File: config.mk
export PLATFORM = sky130hd
export DESIGN_NAME = tdm_demux2
export DESIGN_NICKNAME = d
export VERILOG_FILES = /design/src/rtl/tdm_demux2_pkg.sv /design/src/rtl/tdm_demux2_slot_reg.sv /design/src/rtl/tdm_demux2.sv
export SDC_FILE = /design/constraint.sdc
export NUM_CORES = 1
export LEC_CHECK = 0
export CORE_AREA = 2 2 66 68
export CTS_BUF_LIST = sky130_fd_sc_hd__clkbuf_4 sky130_fd_sc_hd__clkbuf_8
export CTS_CLUSTER_DIAMETER = 50
export DETAILED_ROUTE_END_ITERATION = 8
export DIE_AREA = 0 0 68 70
export MAX_ROUTING_LAYER = met4
export PLACE_DENSITY = 0.57
export REMOVE_ABC_BUFFERS = 1
export SYNTH_ARGS = -nofsm -noshare
export SYNTH_HDL_FRONTEND = slang
export SYNTH_HIERARCHICAL = 1
export SYNTH_SLANG_ARGS = --single-unit
File: constraint.sdc
create_clock -name clk -period 4.4 [get_ports clk]
set_clock_uncertainty 0.05 [all_clocks]
set_input_delay 0.44 -clock clk [delete_from_list [all_inputs] [get_ports clk]]
set_output_delay 0.44 -clock clk [all_outputs]
set_load 0.05 [all_outputs]
File: src/rtl/tdm_demux2_pkg.sv
// Shared definitions for the two-slot TDM demultiplexer: default widths and
// frame-alignment state encodings.
`default_nettype none

package tdm_demux2_pkg;

  localparam int DEF_WIDTH = 8;
  localparam int DEF_ERR_W = 4;

  typedef enum logic [1:0] {
    HUNT  = 2'b00,
    EXP_A = 2'b01,
    EXP_B = 2'b10
  } state_t;

endpackage

`default_nettype wire

File: src/rtl/tdm_demux2_slot_reg.sv
// slot_reg: WIDTH-bit load-enabled capture register with asynchronous
// active-low clear, one per demultiplexed slot.
`default_nettype none

module slot_reg
  import tdm_demux2_pkg::*;
#(
  parameter int WIDTH = DEF_WIDTH
) (
  input  logic             clk,
  input  logic             rst_n,
  input  logic             en,
  input  logic [WIDTH-1:0] d,
  output logic [WIDTH-1:0] q
);

  always_ff @(posedge clk or negedge rst_n) begin
    if (!rst_n) begin
      q <= '0;
    end else if (en) begin
      q <= d;
    end
  end

endmodule

`default_nettype wire

File: src/rtl/tdm_demux2.sv
// tdm_demux2: splits an alternating A/B slot stream into two registered
// channels, tracks frame alignment from SYNC and counts framing violations.
`default_nettype none

module tdm_demux2
  import tdm_demux2_pkg::*;
#(
  parameter int WIDTH = DEF_WIDTH,
  parameter int ERR_W = DEF_ERR_W
) (
  input  logic             clk,
  input  logic             rst_n,
  input  logic [WIDTH-1:0] din,
  input  logic             din_valid,
  input  logic             sync,
  output logic [WIDTH-1:0] out_a,
  output logic [WIDTH-1:0] out_b,
  output logic             a_valid,
  output logic             b_valid,
  output logic             pair_valid,
  output logic             locked,
  output logic             sync_err,
  output logic [ERR_W-1:0] err_cnt
);

  state_t state;
  state_t state_nx;
  logic   cap_a;
  logic   cap_b;
  logic   frame_err;
  logic   locked_nx;

  always_ff @(posedge clk or negedge rst_n) begin
    if (!rst_n) begin
      state <= HUNT;
    end else begin
      state <= state_nx;
    end
  end

  always_comb begin
    state_nx = state;
    if (din_valid) begin
      case (state)
        HUNT:    state_nx = sync ? EXP_B : HUNT;
        EXP_A:   state_nx = sync ? EXP_B : HUNT;
        EXP_B:   state_nx = sync ? EXP_B : EXP_A;
        default: state_nx = HUNT;
      endcase
    end
  end

  // Lock is only earned once a full A/B pair has been seen; an early frame
  // inside EXP_B keeps whatever lock status the frame already had.
  always_comb begin
    cap_a     = 1'b0;
    cap_b     = 1'b0;
    frame_err = 1'b0;
    locked_nx = locked;
    if (din_valid) begin
      case (state)
        HUNT: begin
          cap_a     = sync;
          locked_nx = 1'b0;
        end
        EXP_A: begin
          cap_a     = sync;
          frame_err = !sync;
          locked_nx = sync;
        end
        EXP_B: begin
          cap_a     = sync;
          cap_b     = !sync;
          frame_err = sync;
          locked_nx = sync ? locked : 1'b1;
        end
        default: begin
          locked_nx = 1'b0;
        end
      endcase
    end
  end

  always_ff @(posedge clk or negedge rst_n) begin
    if (!rst_n) begin
      a_valid    <= 1'b0;
      b_valid    <= 1'b0;
      pair_valid <= 1'b0;
      sync_err   <= 1'b0;
      locked     <= 1'b0;
      err_cnt    <= '0;
    end else begin
      a_valid    <= cap_a;
      b_valid    <= cap_b;
      pair_valid <= cap_b;
      sync_err   <= frame_err;
      locked     <= locked_nx;
      if (frame_err && (err_cnt != {ERR_W{1'b1}})) begin
        err_cnt <= err_cnt + 1'b1;
      end
    end
  end

  slot_reg #(.WIDTH(WIDTH)) u_slot_a (
    .clk   (clk),
    .rst_n (rst_n),
    .en    (cap_a),
    .d     (din),
    .q     (out_a)
  );

  slot_reg #(.WIDTH(WIDTH)) u_slot_b (
    .clk   (clk),
    .rst_n (rst_n),
    .en    (cap_b),
    .d     (din),
    .q     (out_b)
  );

endmodule

`default_nettype wire

==> metrics.yaml <==
dp_hpwl_um: 1594
critPathArrivalTime_ps: 2390
crit_fanout: 10
stdcell_count: 169
routed_via_density: 4.367
start_util_pct: 28.62
yosysWarnings: 6
finalCriticalPeriod_ps: 2289
rr_worst_depth: 4
htreeDepth: 1
path_cells: "clkdlybuf4s50_1 -> inv_1 -> nor3b_2 -> mux2_4"
hp-class: "reg2reg"
pwr_density_cell_mw_per_mm2: 634.0
final.setup.worst_slack_ps: 2111
routed_wirelength_um: 2182
grt_pass1_vias: 745
cts_made_buffers: 3
fmax_mhz: 436.8
hold_path.startpoint: "u_slot_a/q[6]"
hold_end: "u_slot_a/q[6]"
irDropWorstVdd_uv: 362.0
clkSinkCount: 26
hold_buffers: 0
syn2layout_area_growth_pct: 39.03
nets: 136
antenna_found_initial: 0
cts_max_path_buffers: 2
maxCapViolations: 0
synth_compound_area_share_pct: 4.641
grt_max_degree: 27
syn_area_mm2: 0.001186
syn_inst: 79
post-route-period-util_pct: 52.03
status: "completed"
end_kind: "flop"
grt_pass1_wl_um: 3574
muxShareOfSynthArea_pct: 23.31
dieWidth_um: 68
synth_top_family_by_area: "multiplexers"
critPathTopFamily: "simple AND/OR/NAND/NOR gates"
yosys_register_bits: 26
synth_seq_area_share_pct: 54.85
tns_ps: 0
gr-total-overflow: 0
cts_root_buf: "clkbuf_8"
worst_pin_slew_ps: 1055
place_congestion: 0.7024
firstDrtPassIters: 4
crit_cells: 4
antenna_cells: 0
drive_above_1_share_pct: 23.93
grt_usage_pct: 9.959
avgSynthCellArea_um2: 15.01
crit_path_start_kind: "input pin"
critPathBufInv: 2
holdPathStages: 1
insertion_delay_ps: 260
drtIter0Drc: 21
die_h_um: 70
synthXorXnorAreaFrac_pct: 0.7384
post_cts_resized: 0
critPathKind: "in2reg"
synth-adder-area-share_pct: 6.329
route.detailed.drc: 0
worstPathRequired_ps: 4500
synth.distinct_cells: 23
r2r-start: "state[0]"
crit_path_top_delay_cell: "nor3b_2"
cts_setup_buffers: 0
postRouteAntennaNets: 0
numPortBuffers: 36
dieArea_mm2: 0.004760
rrSetupSlack_ps: 2210
rows: 24
dp.cells: 165
tritoncts: "yes"
slew_viol_final: 0
slowest_delay_ps: 870
vias: 738
clk_pin_slew_ps: 80
ioPinCount: 37
p_leak_nw: 0.7333
rr_endpoint: "u_slot_b/q[0]"
relSlewSlack_pct: 29.43
wl_per_cell_um: 12.91
pre_cts_slack_ps: 1834
setup_viol: 0
whs_ps: 465.1
rsz0062_at_grt: "false"
finalHoldViolations: 0
core_area_mm2: 0.004144
yosys.area_share.simple_pct: 6.646
==> per-layer routing <==
| layer | track usage, % | wire [um] | up-vias |
|---|---|---|---|
| li1 | - | - | 352 |
| met1 | 14.63 | 1103 | 355 |
| met2 | 14.35 | 916 | 31 |
| met3 | 2.415 | 162 | 0 |
| met4 | 1.333 | 0 | 0 |
| met5 | - | 0 | - |
==> worst max-delay path by stage <==
| stage | to | slack (ps) | startpoint |
|---|---|---|---|
| global route | u_slot_b/q[7] | 1990 | din_valid |
| floorplan | u_slot_b/q[0] | 2050 | state[0] |
| finish | u_slot_b/q[0] | 2110 | din_valid |
| CTS | u_slot_b/q[0] | 2120 | din_valid |
| detailed placement | u_slot_b/q[7] | 1830 | din_valid |
| global placement | u_slot_a/q[4] | 1900 | sync |
==> final cells by class <==
class,instances,area (um^2)
multi-input cells,47,499.2
clock buffers,4,55.05
flip-flops and latches,26,650.6
repair buffers,37,367.9
fillers,386,2495
inverters,3,11.26
well taps,52,65.06
==> per-stage QoR <==
step	util [%]	total power (W)	instance area, um^2
2_1_floorplan	-	0.0007204	1156
5_1_grt	39.79	0.001102	1649
6_report	39.79	0.001046	1649
3_3_place_gp	38.47	0.0008982	1594
4_1_cts	39.79	0.001056	1649
3_5_place_dp	38.47	0.0009018	1594
==> power breakdown <==
part / switching, W / total, W / internal [W]
Combinational: 0.000319 / 0.000535 / 0.000216
Clock: 0.0000696 / 0.000149 / 0.0000797
Sequential: 0.0000535 / 0.000361 / 0.000308
Total: 0.000442 / 0.00105 / 0.000603
==> registers in the layout, indices dropped and copies added, names as in the netlist <==
signal,count
sync_err,1
u_slot_a/q,8
locked,1
u_slot_b/q,8
err_cnt,4
state,2
a_valid,1
pair_valid,1
==> cells in the mapped netlist <==
master     n  area, um^2
dfrtp_1   26       650.6
nor2_1     2       7.510
o21ai_0    2       10.01
nand3_1    2       10.01
mux2i_1    1       10.01
a221o_2    1       11.26
mux2_4    17       255.2
buf_6      2       22.52
buf_4      1       7.510
xnor2_1    1       8.760
a311o_2    1       11.26
nor3_1     3       15.01
inv_1      3       11.26
ha_1       6       75.07
or4b_2     1       10.01
and4b_2    1       11.26
nand2b_1   1       6.260
nor3b_1    1       7.510
o21bai_1   1       7.510
mux2_2     1       11.26
nand2_1    3       11.26
a21boi_0   1       7.510
a21o_1     1       7.510
==> layout by cell type (no fill, tap or decap) <==
cell	n
a21o_1	1
o21bai_1	1
buf_4	1
nand2_1	3
and4b_2	1
mux2_2	1
clkbuf_8	4
o21ai_0	2
nand2b_1	1
nor2_1	2
nor3b_2	1
nand3_1	2
a221o_2	1
inv_1	3
xnor2_1	1
mux2i_1	1
a311o_2	1
clkdlybuf4s50_1	36
mux2_4	17
dfrtp_1	26
a21boi_0	1
ha_1	6
nor3_1	3
or4b_2	1
==> logic make-up (layout without fill, tap and decap cells) <==
| logic type | count (synthesis) | in the layout |
|---|---|---|
| AO/OA/AOI/OAI | 7 | 7 |
| XOR/XNOR | 1 | 1 |
| adder cells (fa/ha/maj) | 6 | 6 |
| buffers and inverters | 6 | 44 |
| flip-flops | 26 | 26 |
| multiplexers | 19 | 19 |
| AND/OR/NAND/NOR | 14 | 14 |
Power figures use the tool's default switching activity.
